### config.mk
export PLATFORM = sky130hd
export DESIGN_NAME = dsp_mac_sequencer_flat
export DESIGN_NICKNAME = d
export VERILOG_FILES = /design/src/rtl/dsp_mac_sequencer_if.sv /design/src/rtl/dsp_mac_sequencer.sv /design/src/flat_wrapper.sv
export SDC_FILE = /design/constraint.sdc
export NUM_CORES = 1
export LEC_CHECK = 0
export CELL_PAD_IN_SITES_DETAIL_PLACEMENT = 0
export CELL_PAD_IN_SITES_GLOBAL_PLACEMENT = 1
export CORE_MARGIN = 2
export CORE_UTILIZATION = 28
export CTS_CLUSTER_DIAMETER = 200
export CTS_CLUSTER_SIZE = 25
export DETAILED_ROUTE_END_ITERATION = 16
export GPL_TIMING_DRIVEN = 1
export PLACE_DENSITY = 0.89
export SLEW_MARGIN = 15
export SYNTH_ARGS = -nofsm -noshare
export SYNTH_HDL_FRONTEND = slang
export SYNTH_SLANG_ARGS = --single-unit
### constraint.sdc
create_clock -name clk -period 3 [get_ports clk]
set_clock_uncertainty 0.05 [all_clocks]
set_input_delay 0.3 -clock clk [delete_from_list [all_inputs] [get_ports clk]]
set_output_delay 0.3 -clock clk [all_outputs]
set_load 0.01 [all_outputs]
### src/rtl/dsp_mac_sequencer_if.sv
// Port bundle of dsp_mac_sequencer: run control, sample stream, slice drive and result.
interface dsp_mac_sequencer_if #(
    parameter int LEN_W = 16
);
    logic             start;
    logic [LEN_W-1:0] len;
    logic             busy;
    logic             s_valid;
    logic             s_ready;
    logic [17:0]      s_a;
    logic [17:0]      s_b;
    logic [17:0]      dsp_a;
    logic [17:0]      dsp_b;
    logic [7:0]       dsp_opmode;
    logic             dsp_cea;
    logic             dsp_ceb;
    logic             dsp_cem;
    logic             dsp_cep;
    logic             dsp_ceopmode;
    logic             dsp_cecarryin;
    logic [47:0]      dsp_p;
    logic             dsp_carryout;
    logic             res_valid;
    logic             res_ready;
    logic [47:0]      res_data;
    logic             res_ovf;

    modport slave (
        input  start, len, s_valid, s_a, s_b, dsp_p, dsp_carryout, res_ready,
        output busy, s_ready, dsp_a, dsp_b, dsp_opmode,
               dsp_cea, dsp_ceb, dsp_cem, dsp_cep, dsp_ceopmode, dsp_cecarryin,
               res_valid, res_data, res_ovf
    );

    modport master (
        output start, len, s_valid, s_a, s_b, dsp_p, dsp_carryout, res_ready,
        input  busy, s_ready, dsp_a, dsp_b, dsp_opmode,
               dsp_cea, dsp_ceb, dsp_cem, dsp_cep, dsp_ceopmode, dsp_cecarryin,
               res_valid, res_data, res_ovf
    );
endinterface

### src/rtl/dsp_mac_sequencer.sv
// Sequences one DSP48A1-style slice as a multiply-accumulate engine: streams (a,b) pairs
// into the slice, follows each product through the slice pipeline and returns the 48-bit sum.
module dsp_mac_sequencer #(
    parameter int LEN_W    = 16,
    parameter int PIPE_LAT = 3
) (
    input  logic               clk,
    input  logic               rst,
    dsp_mac_sequencer_if.slave bus
);
    typedef enum logic [1:0] {
        ST_IDLE  = 2'd0,
        ST_RUN   = 2'd1,
        ST_DRAIN = 2'd2,
        ST_DONE  = 2'd3
    } state_t;

    localparam logic [7:0]          OPM_HOLD  = 8'h08;
    localparam logic [7:0]          OPM_FIRST = 8'h01;
    localparam logic [7:0]          OPM_ACC   = 8'h09;
    localparam logic [LEN_W-1:0]    LEN_ZERO  = {LEN_W{1'b0}};
    localparam logic [LEN_W-1:0]    LEN_ONE   = {{(LEN_W-1){1'b0}}, 1'b1};
    localparam logic [PIPE_LAT-2:0] TAG_NONE  = {(PIPE_LAT-1){1'b0}};

    state_t              state_r;
    state_t              state_nxt_s;
    logic [LEN_W-1:0]    remaining_r;
    logic [PIPE_LAT-1:0] tag_v_r;      // bit 0 is stage 1, top bit is the landing stage
    logic                tag_f_r;      // first-product flag of stage 1
    logic                first_r;
    logic [47:0]         res_data_r;
    logic                res_ovf_r;
    logic                ce_s;
    logic                issue_s;
    logic                landing_s;

    assign issue_s   = (state_r == ST_RUN) && (remaining_r != LEN_ZERO) && bus.s_valid;
    // Last product reaching P: nothing younger is still in flight behind it.
    assign landing_s = tag_v_r[PIPE_LAT-1] && (tag_v_r[PIPE_LAT-2:0] == TAG_NONE);

    // State register
    always_ff @(posedge clk or posedge rst) begin
        if (rst) begin
            state_r <= ST_IDLE;
        end else begin
            state_r <= state_nxt_s;
        end
    end

    // Next-state decode
    always_comb begin
        state_nxt_s = state_r;
        case (state_r)
            ST_IDLE: begin
                if (bus.start) begin
                    state_nxt_s = (bus.len != LEN_ZERO) ? ST_RUN : ST_DONE;
                end else begin
                    state_nxt_s = ST_IDLE;
                end
            end
            ST_RUN: begin
                if (issue_s && (remaining_r == LEN_ONE)) begin
                    state_nxt_s = ST_DRAIN;
                end else begin
                    state_nxt_s = ST_RUN;
                end
            end
            ST_DRAIN: begin
                if (landing_s) begin
                    state_nxt_s = ST_DONE;
                end else begin
                    state_nxt_s = ST_DRAIN;
                end
            end
            ST_DONE: begin
                if (bus.res_ready) begin
                    state_nxt_s = ST_IDLE;
                end else begin
                    state_nxt_s = ST_DONE;
                end
            end
            default: state_nxt_s = ST_IDLE;
        endcase
    end

    // Run counter, tag pipe, result and sticky carry capture
    always_ff @(posedge clk or posedge rst) begin
        if (rst) begin
            remaining_r <= LEN_ZERO;
            tag_v_r     <= {PIPE_LAT{1'b0}};
            tag_f_r     <= 1'b0;
            first_r     <= 1'b0;
            res_data_r  <= 48'd0;
            res_ovf_r   <= 1'b0;
        end else begin
            tag_v_r <= {tag_v_r[PIPE_LAT-2:0], issue_s};
            tag_f_r <= issue_s && first_r;
            case (state_r)
                ST_IDLE: begin
                    if (bus.start) begin
                        remaining_r <= bus.len;
                        first_r     <= 1'b1;
                        res_data_r  <= 48'd0;
                        res_ovf_r   <= 1'b0;
                    end
                end
                ST_RUN: begin
                    if (issue_s) begin
                        remaining_r <= remaining_r - LEN_ONE;
                        first_r     <= 1'b0;
                    end
                    if (tag_v_r[PIPE_LAT-1]) begin
                        res_ovf_r <= res_ovf_r | bus.dsp_carryout;
                    end
                end
                ST_DRAIN: begin
                    if (tag_v_r[PIPE_LAT-1]) begin
                        res_ovf_r <= res_ovf_r | bus.dsp_carryout;
                    end
                    if (landing_s) begin
                        res_data_r <= bus.dsp_p;
                    end
                end
                default: begin
                    remaining_r <= remaining_r;
                end
            endcase
        end
    end

    // Output decode from state and tag stage 1
    always_comb begin
        bus.busy      = 1'b1;
        bus.s_ready   = 1'b0;
        bus.res_valid = 1'b0;
        ce_s          = 1'b0;
        case (state_r)
            ST_IDLE:  bus.busy = 1'b0;
            ST_RUN: begin
                ce_s        = 1'b1;
                bus.s_ready = (remaining_r != LEN_ZERO);
            end
            ST_DRAIN: ce_s = 1'b1;
            ST_DONE:  bus.res_valid = 1'b1;
            default:  bus.busy = 1'b0;
        endcase
        if (issue_s) begin
            bus.dsp_a = bus.s_a;
            bus.dsp_b = bus.s_b;
        end else begin
            bus.dsp_a = 18'd0;
            bus.dsp_b = 18'd0;
        end
        if (!tag_v_r[0]) begin
            bus.dsp_opmode = OPM_HOLD;
        end else if (tag_f_r) begin
            bus.dsp_opmode = OPM_FIRST;
        end else begin
            bus.dsp_opmode = OPM_ACC;
        end
    end

    assign bus.dsp_cea       = ce_s;
    assign bus.dsp_ceb       = ce_s;
    assign bus.dsp_cem       = ce_s;
    assign bus.dsp_cep       = ce_s;
    assign bus.dsp_ceopmode  = ce_s;
    assign bus.dsp_cecarryin = ce_s;
    assign bus.res_data      = res_data_r;
    assign bus.res_ovf       = res_ovf_r;
endmodule

### src/flat_wrapper.sv
// flat-port wrapper written by rule: the top's interface ports become plain ports
module dsp_mac_sequencer_flat 
#(
    parameter int LEN_W    = 16,
    parameter int PIPE_LAT = 3
)
  (clk, rst, bus_start, bus_len, bus_s_valid, bus_s_a, bus_s_b, bus_dsp_p, bus_dsp_carryout, bus_res_ready, bus_busy, bus_s_ready, bus_dsp_a, bus_dsp_b, bus_dsp_opmode, bus_dsp_cea, bus_dsp_ceb, bus_dsp_cem, bus_dsp_cep, bus_dsp_ceopmode, bus_dsp_cecarryin, bus_res_valid, bus_res_data, bus_res_ovf);
  dsp_mac_sequencer_if #(.LEN_W(LEN_W)) bus_i ();
  input  logic clk;
  input  logic rst;
  input wire logic [$bits(bus_i.start)-1:0] bus_start;
  input wire logic [$bits(bus_i.len)-1:0] bus_len;
  input wire logic [$bits(bus_i.s_valid)-1:0] bus_s_valid;
  input wire logic [$bits(bus_i.s_a)-1:0] bus_s_a;
  input wire logic [$bits(bus_i.s_b)-1:0] bus_s_b;
  input wire logic [$bits(bus_i.dsp_p)-1:0] bus_dsp_p;
  input wire logic [$bits(bus_i.dsp_carryout)-1:0] bus_dsp_carryout;
  input wire logic [$bits(bus_i.res_ready)-1:0] bus_res_ready;
  output wire logic [$bits(bus_i.busy)-1:0] bus_busy;
  output wire logic [$bits(bus_i.s_ready)-1:0] bus_s_ready;
  output wire logic [$bits(bus_i.dsp_a)-1:0] bus_dsp_a;
  output wire logic [$bits(bus_i.dsp_b)-1:0] bus_dsp_b;
  output wire logic [$bits(bus_i.dsp_opmode)-1:0] bus_dsp_opmode;
  output wire logic [$bits(bus_i.dsp_cea)-1:0] bus_dsp_cea;
  output wire logic [$bits(bus_i.dsp_ceb)-1:0] bus_dsp_ceb;
  output wire logic [$bits(bus_i.dsp_cem)-1:0] bus_dsp_cem;
  output wire logic [$bits(bus_i.dsp_cep)-1:0] bus_dsp_cep;
  output wire logic [$bits(bus_i.dsp_ceopmode)-1:0] bus_dsp_ceopmode;
  output wire logic [$bits(bus_i.dsp_cecarryin)-1:0] bus_dsp_cecarryin;
  output wire logic [$bits(bus_i.res_valid)-1:0] bus_res_valid;
  output wire logic [$bits(bus_i.res_data)-1:0] bus_res_data;
  output wire logic [$bits(bus_i.res_ovf)-1:0] bus_res_ovf;
  assign bus_i.start = bus_start;
  assign bus_i.len = bus_len;
  assign bus_i.s_valid = bus_s_valid;
  assign bus_i.s_a = bus_s_a;
  assign bus_i.s_b = bus_s_b;
  assign bus_i.dsp_p = bus_dsp_p;
  assign bus_i.dsp_carryout = bus_dsp_carryout;
  assign bus_i.res_ready = bus_res_ready;
  assign bus_busy = bus_i.busy;
  assign bus_s_ready = bus_i.s_ready;
  assign bus_dsp_a = bus_i.dsp_a;
  assign bus_dsp_b = bus_i.dsp_b;
  assign bus_dsp_opmode = bus_i.dsp_opmode;
  assign bus_dsp_cea = bus_i.dsp_cea;
  assign bus_dsp_ceb = bus_i.dsp_ceb;
  assign bus_dsp_cem = bus_i.dsp_cem;
  assign bus_dsp_cep = bus_i.dsp_cep;
  assign bus_dsp_ceopmode = bus_i.dsp_ceopmode;
  assign bus_dsp_cecarryin = bus_i.dsp_cecarryin;
  assign bus_res_valid = bus_i.res_valid;
  assign bus_res_data = bus_i.res_data;
  assign bus_res_ovf = bus_i.res_ovf;
  dsp_mac_sequencer #(.LEN_W(LEN_W), .PIPE_LAT(PIPE_LAT)) u_core (.clk(clk), .rst(rst), .bus(bus_i));
endmodule
==> flow_metrics.env, run 1 <==
export IMPL_outcome="completed"
export IMPL_grt_pass1_vias=3990
export IMPL_tritoncts="yes"
export IMPL_die_x_um=121.2
export IMPL_drv_cap=0
export IMPL_synth_top_cell_by_area="dfrtp_1"
export IMPL_grt_pass1_wl_um=19350
export IMPL_ctsHoldBuffers=0
export IMPL_final_setup_tns_ps=0
export IMPL_worst_r2r_setup_slack_ps=540
export IMPL_worst_ir_drop_vdd_mv=0.3279
export IMPL_synth_area_leaders="dfrtp_1 (47%), nand2_1 (10%), o21ai_0 (6.6%)"
export IMPL_setup_viol=0
export IMPL_rows=42
export IMPL_drive_gt1_share_pct=7.680
export IMPL_ys_ff_latch=72
export IMPL_portBuffers=201
export IMPL_min_path_cells=0
export IMPL_p_per_area_nw_per_um2=618.6
export IMPL_ys_seq_area_share_pct=46.84
export IMPL_cts_buffers=9
export IMPL_chipHeight_um=121.2
export IMPL_design_die_area_sq_um=14690
export IMPL_grt_max_degree=97
export IMPL_place_area_sq_um=6005
export IMPL_coreArea_sq_um=13350
export IMPL_crit_path_start_kind="register"
export IMPL_power_total_mw=3.992
export IMPL_arrival_ps=2550
export IMPL_n_antenna_cell=0
export IMPL_antenna_found_initial=0
export IMPL_drt_pass1_iter_count=5
export IMPL_hpwlAfterDp_um=9116
export IMPL_synth_edff_count=0
export IMPL_cp_end_kind="output port"
export IMPL_netlist_area_sq_um=3846
export IMPL_synth_top_area_share_pct=46.84
export IMPL_clk_pin_slew_ps=60
export IMPL_crit_chain="inv_1 > ha_2 > or3b_4 > nor3_4 > buf_4 > a21oi_4 > and2_1 > clkdlybuf4s50_1"
export IMPL_gp_congestion=0.9122
export IMPL_drtAntennaViolNets=0
export IMPL_yosysWarnings=0
export IMPL_clock_sinks=72
export IMPL_hold_path_class="register to register"
export IMPL_fin_util_pct=48.35
export IMPL_fillers=1266
export IMPL_cp_required_ps=2650
export IMPL_slowest_delay_ps=480
export IMPL_fmax_mhz=345.1
export IMPL_clock_latency_ps=330
export IMPL_clk_path_buf_depth=2
export IMPL_slowest_stage="clkdlybuf4s50_1"
export IMPL_yosys_top_cells_count="nand2_1 (106), dfrtp_1 (72), o21ai_0 (51)"
export IMPL_synthCells=441
export IMPL_path_max_fanout=17
export IMPL_relSlewSlack_pct=48.67
export IMPL_period_share_pct=96.58
export IMPL_synthFlopType="dfrtp_1"
export IMPL_drv_slew=0
export IMPL_hold_viol_final=0
export IMPL_syn2layout_area_growth_pct=67.79
export IMPL_wl_per_cell_um=15.13
export IMPL_synth_cell_types=52
export IMPL_cts_root_buf="clkbuf_16"
export IMPL_worst_slew_pin_slew_ps=768.3
export IMPL_synth_area_per_cell_sq_um=8.722
export IMPL_p_leak_nw=2.928
export IMPL_drcViolationCount=0
export IMPL_r2r_cells=7
export IMPL_via_per_inst=4.791
export IMPL_grt_total_usage_pct=16.77
export IMPL_finalInstanceArea_sq_um=6454
export IMPL_io_pins=208
export IMPL_grt_setup_unrepaired="false"
export IMPL_initial_core_util_pct=28.82
export IMPL_crit_type="register to output port"
export IMPL_drtIter0Drc=209
export IMPL_whs_ps=327.4
export IMPL_fin_nets=746
export IMPL_finalCriticalPeriod_ps=2897
export IMPL_async_flop_share_pct=100.0
export IMPL_grt_overflow=0
export IMPL_cts_max_level=3
export IMPL_num_vias=3900
export IMPL_wl_um=12310
export IMPL_synth_most_common_cell="nand2_1"
==> sequential cells by signal (all words and copies together) (netlist names) <==
signal               cells
u_core.tag_v_r           3
u_core.state_r           2
u_core.first_r           1
u_core.tag_f_r           1
u_core.remaining_r      16
u_core.bus.res_data     48
u_core.bus.res_ovf       1
==> through the flow <==
step / instances / setup WS [ps]
floorplan: 446 / 763.9
global placement: 793 / 94.92
detailed placement: 793 / -0.07416
CTS: 812 / 31.87
global route: 814 / 2.402
finish: 814 / 102.6
==> routing by layer <==
| metal | wire (um) | GRT usage [%] | up-vias |
|---|---|---|---|
| li1 | - | - | 1900 |
| met4 | 135 | 5.388 | 0 |
| met3 | 1076 | 4.417 | 9 |
| met2 | 6294 | 30.55 | 194 |
| met5 | 0 | 0 | - |
| met1 | 4807 | 18.98 | 1797 |
==> cells in the final DEF (no fill, tap or decap), types with 7 or more instances in the layout <==
cell type / n
a211oi_1: 8
a21oi_1: 9
and2_1: 37
buf_4: 13
clkbuf_16: 9
clkdlybuf4s50_1: 172
dfrtp_1: 72
dlymetal6s2s_1: 28
inv_1: 7
nand2_1: 106
nor2_1: 13
nor4_1: 7
o21ai_0: 51
==> path summary, 6_finish.rpt <==
path | start | end
max | u_core.remaining_r[0]$_DFFE_PP0P_ | bus_dsp_a[7]
min | u_core.tag_v_r[1]$_DFF_PP0_ | u_core.tag_v_r[2]$_DFF_PP0_
max reg2reg | u_core.state_r[1]$_DFF_PP0_ | u_core.remaining_r[7]$_DFFE_PP0P_
min reg2reg | u_core.tag_v_r[1]$_DFF_PP0_ | u_core.tag_v_r[2]$_DFF_PP0_
max in group asynchronous | rst | u_core.bus.res_data[7]$_DFFE_PP0P_
min in group asynchronous | rst | u_core.bus.res_data[16]$_DFFE_PP0P_
==> area by class of cell <==
class | instances | area, sq um | area share [%]
repair buffers | 216 | 2218 | 34.37
multi-input cells | 324 | 1868 | 28.95
flip-flops and latches | 72 | 1802 | 27.92
clock buffers | 10 | 239.0 | 3.703
well taps | 176 | 220.2 | 3.412
clock inverters | 6 | 68.82 | 1.066
inverters | 10 | 37.54 | 0.5816
==> critical path: cells and delay by family, from the launching register on <==
| kind | cells | cell delay (ps) |
|---|---|---|
| and+or+nand+nor | 3 | 790 |
| buffers and inverters | 3 | 730 |
| DFF | 1 | 390 |
| adders and majority gates | 1 | 210 |
| AOI/OAI and AO/OA | 1 | 110 |
==> timing repair <==
action | in CTS | in global routing
hold endpoints to repair | 0 | 0
resized for setup | 6 | 31
buffers inserted | 2 | 2
pin swaps | 2 | 2
cloned | 1 | 0
setup endpoints to repair | 36 | 35
==> power by group <==
group / switching [mW] / total (mW) / internal [mW] / leakage (nW)
clock network: 0.408 / 1.07 / 0.667 / 0.137
registers: 0.183 / 1.30 / 1.11 / 0.954
logic: 0.865 / 1.62 / 0.757 / 1.84
total: 1.46 / 3.99 / 2.54 / 2.93
==> kinds of logic after synthesis <==
kind of cell | after synthesis | share of synthesized area [%]
adder cells (fa/ha/maj) | 7 | 2.277
AO/OA/AOI/OAI | 110 | 18.06
buffers and inverters | 51 | 6.636
other | 1 | 0.09750
multiplexers | 4 | 1.074
flip-flops | 72 | 46.84
AND/OR/NAND/NOR | 196 | 25.02
No activity file was read; power rests on OpenSTA's default activity.
==> run 2, diff against run 1 <==
- CORE_ASPECT_RATIO: not set -> 0.7
- CTS_BUF_LIST: not set -> sky130_fd_sc_hd__clkbuf_4 sky130_fd_sc_hd__clkbuf_8
==> flow_metrics.env, run 2 (synthesis gave the netlist of run 1 again) <==
export IMPL_holdCritStartpoint="u_core.tag_v_r[1]$_DFF_PP0_"
export IMPL_arrival_ps=2480
export IMPL_setup_viol=0
export IMPL_path_depth=9
export IMPL_drv_slew=0
export IMPL_dp_cells=804
export IMPL_largest_reg_flops=48
export IMPL_drtAntennaViolNets=0
export IMPL_drtIter0Drc=211
export IMPL_worst_slack_ps=172.6
export IMPL_cts_max_level=3
export IMPL_wl_um=13160
export IMPL_r2r_start="u_core.remaining_r[1]$_DFFE_PP0P_"
export IMPL_design_die_area_sq_um=14710
export IMPL_hold_path_class="register to register"
export IMPL_ctsHoldBuffers=0
export IMPL_antenna_found_initial=0
export IMPL_cts_buffers=9
export IMPL_cp_required_ps=2650
export IMPL_finalCriticalPeriod_ps=2827
export IMPL_hpwlAfterDp_um=9628
export IMPL_gp_congestion=0.8729
export IMPL_coreArea_sq_um=13270
export IMPL_grt_setup_unrepaired="false"
export IMPL_crit_path_start_kind="register"
export IMPL_outcome="completed"
export IMPL_relSlewSlack_pct=29.96
export IMPL_worst_ir_drop_vdd_mv=0.2377
export IMPL_worst_r2r_setup_slack_ps=570
export IMPL_wl_met2_um=6029
export IMPL_clock_latency_ps=350
export IMPL_initial_core_util_pct=28.99
export IMPL_portBuffers=201
export IMPL_drt_pass1_iter_count=4
export IMPL_path_max_fanout=10
export IMPL_met3_length_um=1425
export IMPL_r2r_cells=8
export IMPL_via_per_inst=4.766
export IMPL_wl_per_cell_um=15.88
export IMPL_clk_path_buf_depth=2
export IMPL_met1_length_um=5542
export IMPL_cts_root_buf="clkbuf_8"
export IMPL_rows=35
export IMPL_grt_max_degree=54
export IMPL_grt_pass1_wl_um=20470
export IMPL_period_share_pct=94.25
export IMPL_p_per_area_nw_per_um2=588.1
export IMPL_die_x_um=144.1
export IMPL_tritoncts="yes"
export IMPL_io_pins=208
export IMPL_mostFrequentLayoutCells="clkdlybuf4s50_1 (165), nand2_1 (106), dfrtp_1 (69)"
export IMPL_min_path_cells=0
export IMPL_clk_pin_slew_ps=70
export IMPL_slowest_delay_ps=430
export IMPL_grt_pass1_vias=3939
export IMPL_fin_util_pct=48.58
export IMPL_num_vias=3951
export IMPL_crit_chain="inv_2 > ha_2 > or3b_4 > nor3_4 > buf_6 > buf_4 > a21oi_4 > and2_1 > dlygate4sd2_1"
export IMPL_drive_gt1_share_pct=9.006
export IMPL_grt_total_usage_pct=18.13
export IMPL_path_buf_inv=4
export IMPL_crit_type="register to output port"
export IMPL_syn2layout_area_growth_pct=67.60
export IMPL_fin_cells=829
export IMPL_drv_cap=0
export IMPL_cp_end_kind="output port"
export IMPL_p_leak_nw=3.011
export IMPL_fmax_mhz=353.7
export IMPL_n_antenna_cell=0
export IMPL_rr_endpoint="u_core.remaining_r[8]$_DFFE_PP0P_"
export IMPL_top_layer="met4"
export IMPL_chipHeight_um=102.1
export IMPL_drcViolationCount=0
export IMPL_grt_overflow=0
export IMPL_final_common_cell="clkdlybuf4s50_1"
export IMPL_slowest_stage="dfrtp_2"
export IMPL_critPathTopFamily="simple AND/OR/NAND/NOR gates"
export IMPL_holdPathEnd="u_core.tag_v_r[2]$_DFF_PP0_"
export IMPL_fin_nets=753
export IMPL_worst_slew_pin_slew_ps=1047
export IMPL_pre_cts_ws_ps=-171.4
export IMPL_hold_viol_final=0
export IMPL_clock_sinks=72
run 2: cell count changes in the layout (fill, tap and decap cells not counted), sizes merged:
cell	previous run	this run
dlymetal6s2s	28	33
a21oi	12	13
clkdlybuf4s50	172	165
clkinvlp	4	1
clkinv	2	3
dlygate4sd2	1	3
bufinv	1	2
buf	15	21
run 2: cell type report:
class | instances | area [sq um]
Multi-Input combinational cell | 325 | 1884
Inverter | 10 | 37.54
Sequential cell | 72 | 1805
Clock buffer | 10 | 137.6
Fill cell | 1265 | 6823
Tap cell | 185 | 231.5
Clock inverter | 5 | 81.33
Timing Repair Buffer | 222 | 2268
run 2: stage by stage:
| stage | instance area, sq um | total power, mW | hold WS, ps | setup TNS, ps |
|---|---|---|---|---|
| 2_1_floorplan | 3865 | 2.258 | 304.0 | 0 |
| 3_3_place_gp | 6018 | 2.862 | 314.9 | -419.2 |
| 3_5_place_dp | 6018 | 2.893 | 323.3 | -5633 |
| 5_1_grt | 6446 | 4.060 | 382.6 | 0 |
| 6_report | 6446 | 3.791 | 350.3 | 0 |
| 4_1_cts | 6322 | 3.823 | 348.9 | 0 |
run 2: what timing repair did:
item | in CTS | in global routing
buffers inserted | 4 | 4
cloned | 2 | 0
setup endpoints to repair | 36 | 33
resized for setup | 11 | 39
pin swaps | 2 | 3
run 2: routing by layer:
metal	GRT usage, %	vias to the layer above
met3	6.420	17
met1	23.21	1811
met2	29.34	217
met4	4.977	0
li1	-	1906
met5	0	-
run 2: how the worst max path moves through the flow:
stage	start	to
after floorplan	u_core.remaining_r[0]$_DFFE_PP0P_	bus_dsp_a[16]
after detailed placement	u_core.remaining_r[0]$_DFFE_PP0P_	bus_dsp_b[17]
after CTS	u_core.remaining_r[1]$_DFFE_PP0P_	bus_dsp_b[3]
after global routing	u_core.remaining_r[1]$_DFFE_PP0P_	bus_dsp_b[13]
after global placement	u_core.remaining_r[0]$_DFFE_PP0P_	bus_dsp_b[9]
final	u_core.remaining_r[1]$_DFFE_PP0P_	bus_dsp_b[13]
run 2: report_power, final:
| part | internal (mW) | switching (mW) |
|---|---|---|
| logic | 0.761 | 0.882 |
| clock network | 0.486 | 0.372 |
| registers | 1.11 | 0.177 |
